===== config.mk =====
export PLATFORM = sky130hd
export DESIGN_NAME = gsm_uart_tx
export DESIGN_NICKNAME = d
export VERILOG_FILES = /design/src/rtl/gsm_uart_tx.sv
export SDC_FILE = /design/constraint.sdc
export NUM_CORES = 1
export LEC_CHECK = 0
export BUFFER_PORTS_ARGS = -buffer_cell sky130_fd_sc_hd__buf_2
export CORE_UTILIZATION = 60
export CTS_CLUSTER_SIZE = 16
export DETAILED_ROUTE_END_ITERATION = 8
export PLACE_DENSITY = 0.84
export SLEW_MARGIN = 25
export SYNTH_ARGS = -nofsm -noshare
export SYNTH_HDL_FRONTEND = slang
export SYNTH_SLANG_ARGS = --single-unit

===== constraint.sdc =====
create_clock -name clk -period 3.9 [get_ports clk]
set_clock_uncertainty 0.15 [all_clocks]
set_input_delay 0.78 -clock clk [delete_from_list [all_inputs] [get_ports clk]]
set_output_delay 0.78 -clock clk [all_outputs]
set_load 0.01 [all_outputs]

===== src/rtl/gsm_uart_tx.sv =====
// gsm_uart_tx
// 8N1 UART transmitter placed downstream of the GSM AT-command sequencer.
// Each rising edge of tx_enable queues one byte in a small circular FIFO.
// Queued bytes are sent LSB first, and consecutive frames are sent with no
// idle gap between them. After each stop bit, tx_done pulses for one cycle.
module gsm_uart_tx #(
    parameter int unsigned BAUD_DIV   = 5208,
    parameter int unsigned FIFO_DEPTH = 4
) (
    input  logic       clk,
    input  logic       rst,
    input  logic       tx_enable,
    input  logic [7:0] tx_data,
    output logic       tx_done,
    output logic       uart_txd,
    output logic       busy,
    output logic       ovf
);

    localparam int unsigned AW   = $clog2(FIFO_DEPTH);
    localparam int unsigned CNTW = AW + 1;
    localparam int unsigned BW   = $clog2(BAUD_DIV);

    localparam logic [BW-1:0]   BAUD_LAST = BW'(BAUD_DIV - 1);
    localparam logic [CNTW-1:0] FIFO_FULL = CNTW'(FIFO_DEPTH);

    typedef enum logic [1:0] {
        IDLE,
        START,
        DATA,
        STOP
    } state_t;

    // Edge detector and FIFO storage
    logic                r_en_d;
    logic [7:0]          r_mem [FIFO_DEPTH];
    logic [AW-1:0]       r_wr_ptr;
    logic [AW-1:0]       r_rd_ptr;
    logic [CNTW-1:0]     r_count;
    logic                r_ovf;

    // Frame sequencer
    state_t              r_state;
    state_t              w_state_next;
    logic [BW-1:0]       r_baud_cnt;
    logic [2:0]          r_bit_idx;
    logic [7:0]          r_shreg;

    // Registered outputs
    logic                r_txd;
    logic                r_done_pend;
    logic                r_tx_done;
    logic                r_busy;

    // Combinational control
    logic                w_push;
    logic                w_pop;
    logic                w_full;
    logic                w_nempty;
    logic                w_wr;
    logic                w_drop;
    logic                w_bit_end;
    logic                w_shift;
    logic                w_done_set;
    logic                w_txd;

    assign w_push    = tx_enable & ~r_en_d;
    assign w_full    = (r_count == FIFO_FULL);
    assign w_nempty  = (r_count != '0);
    // A pop in the same cycle frees a slot, so a push into a full FIFO is
    // still accepted then.
    assign w_wr      = w_push & (~w_full | w_pop);
    assign w_drop    = w_push & w_full & ~w_pop;
    assign w_bit_end = (r_baud_cnt == BAUD_LAST);

    // Edge-detect register for tx_enable and the sticky overflow flag
    // NOTE: state registers use non-blocking assignments so every flop samples
    // pre-edge values regardless of process ordering.
    always_ff @(posedge clk or negedge rst) begin
        if (!rst) begin
            r_en_d <= 1'b0;
            r_ovf  <= 1'b0;
        end else begin
            r_en_d <= tx_enable;
            if (w_drop) begin
                r_ovf <= 1'b1;
            end
        end
    end

    // FIFO byte storage
    // NOTE: the data array has no reset; occupancy is defined by the pointers
    // and count, so leaving it unreset keeps it a plain RAM.
    always_ff @(posedge clk) begin
        if (w_wr) begin
            r_mem[r_wr_ptr] <= tx_data;
        end
    end

    // FIFO pointers and occupancy count; pointers wrap modulo the depth
    always_ff @(posedge clk or negedge rst) begin
        if (!rst) begin
            r_wr_ptr <= '0;
            r_rd_ptr <= '0;
            r_count  <= '0;
        end else begin
            if (w_wr) begin
                r_wr_ptr <= r_wr_ptr + AW'(1);
            end
            if (w_pop) begin
                r_rd_ptr <= r_rd_ptr + AW'(1);
            end
            case ({w_wr, w_pop})
                2'b10:   r_count <= r_count + CNTW'(1);
                2'b01:   r_count <= r_count - CNTW'(1);
                default: r_count <= r_count;
            endcase
        end
    end

    // Frame FSM state register
    always_ff @(posedge clk or negedge rst) begin
        if (!rst) begin
            r_state <= IDLE;
        end else begin
            r_state <= w_state_next;
        end
    end

    // Frame FSM next-state, FIFO pop and line-level decode
    // NOTE: every signal gets a default before the case so no path leaves one
    // unassigned, which would infer a latch.
    always_comb begin
        w_state_next = r_state;
        w_pop        = 1'b0;
        w_shift      = 1'b0;
        w_done_set   = 1'b0;
        w_txd        = 1'b1;
        case (r_state)
            IDLE: begin
                if (w_nempty) begin
                    w_pop        = 1'b1;
                    w_state_next = START;
                end
            end
            START: begin
                w_txd = 1'b0;
                if (w_bit_end) begin
                    w_state_next = DATA;
                end
            end
            DATA: begin
                w_txd = r_shreg[0];
                if (w_bit_end) begin
                    w_shift = 1'b1;
                    if (r_bit_idx == 3'd7) begin
                        w_state_next = STOP;
                    end
                end
            end
            STOP: begin
                if (w_bit_end) begin
                    w_done_set = 1'b1;
                    if (w_nempty) begin
                        w_pop        = 1'b1;
                        w_state_next = START;
                    end else begin
                        w_state_next = IDLE;
                    end
                end
            end
            default: w_state_next = IDLE;
        endcase
    end

    // Bit-period counter, data bit index and shift register
    always_ff @(posedge clk or negedge rst) begin
        if (!rst) begin
            r_baud_cnt <= '0;
            r_bit_idx  <= '0;
            r_shreg    <= '0;
        end else begin
            if (w_pop || w_bit_end || r_state == IDLE) begin
                r_baud_cnt <= '0;
            end else begin
                r_baud_cnt <= r_baud_cnt + BW'(1);
            end

            if (r_state != DATA) begin
                r_bit_idx <= '0;
            end else if (w_shift) begin
                r_bit_idx <= r_bit_idx + 3'd1;
            end

            if (w_pop) begin
                r_shreg <= r_mem[r_rd_ptr];
            end else if (w_shift) begin
                r_shreg <= {1'b0, r_shreg[7:1]};
            end
        end
    end

    // Output registers. The line lags the FSM by one cycle. tx_done takes a
    // second stage so it lines up with the end of the stop bit on the line.
    always_ff @(posedge clk or negedge rst) begin
        if (!rst) begin
            r_txd       <= 1'b1;
            r_done_pend <= 1'b0;
            r_tx_done   <= 1'b0;
            r_busy      <= 1'b0;
        end else begin
            r_txd       <= w_txd;
            r_done_pend <= w_done_set;
            r_tx_done   <= r_done_pend;
            r_busy      <= (r_state != IDLE) | (r_count != '0);
        end
    end

    assign uart_txd = r_txd;
    assign tx_done  = r_tx_done;
    assign busy     = r_busy;
    assign ovf      = r_ovf;

endmodule


==> impl_metrics.ini, run 1 <==
[status]
status = finished clean

[sta]
setup_tns_ps = 0
slew_violations = 0
period_share_pct = 77.5
relSlewSlack_pct = 43.1
worst_pin_slew_ps = 854
max_freq_mhz = 331
setup_viol = 0
finalCriticalPeriod_ps = 3020
hold_viol = 0
rsz0062_at_grt = false

[clock_tree]
cts_setup_buffers = 0
cts.htree.levels = 3
clk_pin_slew_ps = 80
hold_buffers = 0
cts_tree = built
cts_buffers = 9
root_buffer = clkbuf_8
clk_latency_ps = 340
cts_resized = 0
cts_buffer_depth = 2
cts_num_sinks = 71

[place]
port_buffers = 14
hpwl_um = 3550
routabilityCongestion = 0.766
dpl_cell_area_um2 = 3360

[synth]
yosysWarnings = 0
synth.distinct_cells = 49
synth_edf_count = 32
synth.net_count = 261
syn_area_um2 = 3230
synthFlopType = dfrtp_1
synthCells = 237
synthArstFlopShare_pct = 54.9
ys_ff_latch = 71
avgSynthCellArea_um2 = 13.6
yosysSeqAreaShare_pct = 60.0

[critical_path]
cp.arrival_ps = 3160
path_max_fanout = 22
worstSetupStartpointType = flip-flop
endpoint_kind = flip-flop
path_cells = inv_1 > ha_1 > nand4b_1 > nor4_4 > o21ai_1 > buf_4 > nor2_1 > fa_1 > or4_1 > o221ai_1 > a311o_1
critPathBufInv = 2
crit_required_ps = 4040
slowest_delay_ps = 540
crit_type = flip-flop to flip-flop
critPathSlowestCell = or4_1
path_delay_family = simple AND/OR/NAND/NOR gates

[finish]
drive_gt1_share_pct = 19.5
fin_nets = 280
regArea_um2 = 1940
utilization_pct = 69.2
syn_to_final_growth_pct = 10.2
multi_input_area_um2 = 1220
n_antenna_cell = 0
fin_area_um2 = 3560
fill_cells = 375

[route]
drc = 0
met2_length_um = 2470
met3_length_um = 170
dr.pass1.iters = 4
wl_per_cell_um = 15.5
drt_iter0_drc = 115
num_vias = 1848
routed_wl_um = 5150
top_layer_used = met4
viasPerCell = 5.58
wl_met1_um = 2430
ant_nets = 0

[grt]
grt_max_degree = 40
grt_pass1_vias = 1788
grt_use_total_pct = 21.2
grt_pass1_wl_um = 8480
antenna_found_initial = 0
grt.overflow.total = 0

[die]
die_h_um = 75.4
start_util_pct = 62.8
die_w_um = 75.4
fp.dieArea_um2 = 5680
row_count = 26
io-pin-count = 15
core_um2 = 5140

[power]
p_per_area_nw_per_um2 = 453
leakagePower_nw = 1.51
worst_ir_drop_vdd_mv = 0.311

[min_path]
min_path_type = flip-flop to flip-flop

[job]
maxCapViolCount = 0
-- layout make-up --
cell class	count	share of cell area, %
clock buffer	9	3.48
timing repair buffer	15	2.18
inverter	9	0.950
multi-input combinational	150	34.4
clock inverter	7	2.04
sequential	71	54.5
tap	70	2.46
-- cells by family after synthesis --
| group | count (synthesis) | synth area share [%] |
|---|---|---|
| AOI/OAI and AO/OA | 28 | 6.32 |
| xor gates and xnor gates | 15 | 4.07 |
| adders and majority gates | 13 | 5.27 |
| and+or+nand+nor | 75 | 13.2 |
| buffers and inverters | 16 | 2.05 |
| DFF | 71 | 60.0 |
| muxes | 19 | 9.03 |
-- state kept, by name (all words and copies together) (netlist names) --
register,cells
busy,1
r_count,3
r_shreg,8
r_en_d,1
r_rd_ptr,2
uart_txd,1
r_wr_ptr,2
r_state,2
r_mem,32
tx_done,1
r_done_pend,1
r_baud_cnt,13
r_bit_idx,3
ovf,1
-- stage by stage --
stage / instances / hold slack [ps] / total power, mW / worst slack (ps)
after floorplan: 237 / 181 / 0.995 / 1050
after global placement: 315 / 191 / 1.04 / 1020
after detailed placement: 315 / 192 / 1.05 / 893
after CTS: 331 / 208 / 1.62 / 866
after global routing: 331 / 212 / 1.68 / 553
final: 331 / 205 / 1.61 / 877
-- path summary, 6_finish.rpt --
path,start,endpoint,slack (ps),cells past startpoint
min in group asynchronous,rst,r_bit_idx[0],390,1
worst max register to register,r_state[0],r_count[2],880,11
worst min register to register,r_done_pend,tx_done,210,0
max in group asynchronous,rst,r_baud_cnt[0],2660,1
worst max-delay path,r_state[0],r_count[2],880,11
worst min-delay path,r_done_pend,tx_done,210,0
-- layout by cell type, fill, tap and decap left out, types with 3 or more instances in the layout --
cell / n
nor2_1: 25
xnor2_1: 8
buf_2: 14
and2_1: 6
a21oi_1: 7
nand2b_1: 3
edfxtp_1: 32
mux2i_1: 10
mux4_2: 8
nor2b_1: 4
ha_1: 12
nand2_1: 11
and3_1: 6
xor2_1: 7
inv_1: 9
clkbuf_8: 9
dfrtp_1: 38
nand3_1: 4
o21ai_0: 5
-- worst register-to-register path: stages (launching register included) --
cell,delay (ps)
dfrtp_1,390
inv_1,120
ha_1,340
nand4b_1,160
nor4_4,50
o21ai_1,120
buf_4,250
nor2_1,90
fa_1,460
or4_1,540
o221ai_1,170
a311o_1,130
-- synth_stat cells, types with 3 or more instances --
master / count / area, µm²
nand2_1: 11 / 41.3
mux4_2: 8 / 180
and2_1: 6 / 37.5
mux2i_1: 10 / 100
inv_1: 9 / 33.8
dfrtp_1: 38 / 951
xor2_1: 7 / 61.3
nor2_1: 25 / 93.8
o21ai_0: 5 / 25.0
clkbuf_1: 3 / 11.3
nand2b_1: 3 / 18.8
xnor2_1: 8 / 70.1
a21oi_1: 7 / 35.0
edfxtp_1: 32 / 961
nand3_1: 4 / 20.0
ha_1: 12 / 150
nor2b_1: 4 / 25.0
and3_1: 6 / 37.5
-- where the power goes --
part / switching, mW / internal [mW]
Combinational: 0.0904 / 0.0629
Sequential: 0.0424 / 0.837
Clock: 0.282 / 0.296
Total: 0.415 / 1.20
-- metal layers --
metal	vias to the layer above	track usage, %
li1	892	-
met4	0	10.3
met2	29	32.2
met5	-	0
met1	917	28.7
met3	10	5.42
Power figures use the tool's default switching activity.
==> run 2, diff against run 1 <==
Settings changed: CORE_UTILIZATION 60 to 55, PLACE_DENSITY 0.84 to 0.81.
Clock period 3.9 ns to 2.65 ns, I/O delays scaled along.
==> run 2 against run 1 <==
  * Combinational power rose by 95%
  * Die area rose by 8.8%
  * Sequential power rose by 44%
  * Wire length fell by 0.99%
  * Clock-buffer cell count rose by 1
  * Utilization fell by 1.8 points
  * Critical path depth fell by 1
  * Fmax rose by 17%
  * Sequential cell count did not move
  * Non-clock buffer count rose by 20
==> impl_metrics.ini, run 2 (same netlist as run 1, synthesis figures left out) <==
[grt]
grt.overflow.total = 0
grt_pass1_wl_um = 8370
grt_pass1_vias = 1855
grt_use_total_pct = 18.7
antenna_found_initial = 0
grt_max_degree = 40

[clock_tree]
cts_tree = built
clk_pin_slew_ps = 80
clk_latency_ps = 350
cts.htree.levels = 3
root_buffer = clkbuf_8
cts_num_sinks = 71
hold_buffers = 0
cts_buffers = 9
cts_buffer_depth = 2

[route]
top_layer_used = met4
wl_per_cell_um = 14.4
ant_nets = 0
drc = 0
num_vias = 1901
met3_length_um = 190
dr.pass1.iters = 4
met2_length_um = 2400
viasPerCell = 5.39
routed_wl_um = 5100
drt_iter0_drc = 94
wl_met1_um = 2380

[place]
preCtsSetupSlack_ps = 4.96
port_buffers = 14
hpwl_um = 3420
dp_cells = 327
routabilityCongestion = 0.821

[die]
core_um2 = 5570
start_util_pct = 57.9
die_h_um = 78.6
die_w_um = 78.6
fp.dieArea_um2 = 6180
row_count = 27
io-pin-count = 15

[finish]
final_common_cell = dfrtp_1
fin_nets = 300
mostFrequentLayoutCells = dfrtp_1 (38), edfxtp_1 (32), nor2_1 (24), buf_4 (20), buf_2 (14)
instances_no_fill = 353
largestRegisters = r_mem (32), r_baud_cnt (13), r_shreg (8)
drive_gt1_share_pct = 28.5
registers.top_by_ff_count = r_mem
fill_cells = 400
largest_reg_flops = 32
syn_to_final_growth_pct = 16.4
n_antenna_cell = 0
utilization_pct = 67.4

[sta]
finalCriticalPeriod_ps = 2580
period_share_pct = 97.4
slew_violations = 0
worst_pin_slew_ps = 847
max_freq_mhz = 387
setup_viol = 0
hold_viol = 0
rsz0062_at_grt = true
relSlewSlack_pct = 43.5
setup_slack_ps = 67.6

[critical_path]
crit_required_ps = 2790
endpoint_kind = flip-flop
path_max_fanout = 4
crit_type = flip-flop to flip-flop
worstSetupStartpointType = flip-flop
worstRegToRegCells = 10
cp.arrival_ps = 2720

[job]
maxCapViolCount = 0

[power]
p_per_area_nw_per_um2 = 644
p_total_mw = 2.42
p_sw_uw = 619
pwr-share-clk_pct = 35.0
worst_ir_drop_vdd_mv = 0.444
sw_frac_of_total_pct = 25.6
leakagePower_nw = 1.60
combPwrFrac_pct = 12.3
p_int_mw = 1.80
seqPwrFrac_pct = 52.6

[min_path]
min_path_type = primary input to async pin

[status]
status = finished clean
-- run 2: cell types whose count changed in the layout (fill, tap and decap cells not counted), sizes merged --
cell / delta
buf: +20
clkinv: -3
clkinvlp: +2
clkbuf: +1
-- run 2: what timing repair did --
item | in CTS | in global routing
pin swaps | 3 | 6
cloned | 0 | 0
gates resized for setup | 0 | 5
buffers inserted | 4 | 6
endpoints found under the setup margin | 1 | 33
-- run 2: critical path, cell delays in order (launching register included) --
cell	delay, ps
dfrtp_1	380
inv_2	80
ha_4	270
nand4b_1	150
nor4_4	70
o21ai_2	190
nor2_4	70
fa_2	390
or4_1	500
o221ai_2	140
a311o_1	130
-- run 2: final timing paths --
check | start | to | slack [ps]
min | rst | r_shreg[4] | 120
max in group asynchronous | rst | r_bit_idx[2] | 1680
max reg2reg | r_state[0] | r_count[2] | 70
min reg2reg | r_done_pend | tx_done | 200
max | r_state[0] | r_count[2] | 70
min in group clk | tx_enable | r_en_d | 160
-- run 2: routing by layer --
| metal | GRT usage (%) | vias to the layer above |
|---|---|---|
| met5 | 0 | - |
| met4 | 11.5 | 0 |
| met3 | 6.40 | 13 |
| met2 | 28.4 | 31 |
| met1 | 22.8 | 920 |
| li1 | - | 937 |
-- run 2: area by class of cell --
type / instances / area [µm²] / share of cell area (%)
repair buffers: 35 / 231 / 6.16
clock inverters: 6 / 70.1 / 1.86
multi-input cells: 150 / 1270 / 33.7
flip-flops and latches: 71 / 1940 / 51.6
well taps: 72 / 90.1 / 2.40
inverters: 9 / 33.8 / 0.899
clock buffers: 10 / 128 / 3.40
-- run 2: metrics by stage --
stage	hold slack, ps	TNS (ps)	area (µm²)
finish	125	0	3760
global route	151	-190	3760
CTS	145	0	3690
detailed placement	186	0	3460
global placement	185	0	3460
floorplan	84.4	0	3260
-- run 2: power groups by stage --
stage / combinational [mW] / clock (mW) / sequential (mW)
after floorplan: 0.182 / 0 / 1.29
after global placement: 0.257 / 0 / 1.29
after detailed placement: 0.270 / 0 / 1.30
after CTS: 0.275 / 0.869 / 1.28
after global routing: 0.331 / 0.910 / 1.28
final: 0.299 / 0.848 / 1.27
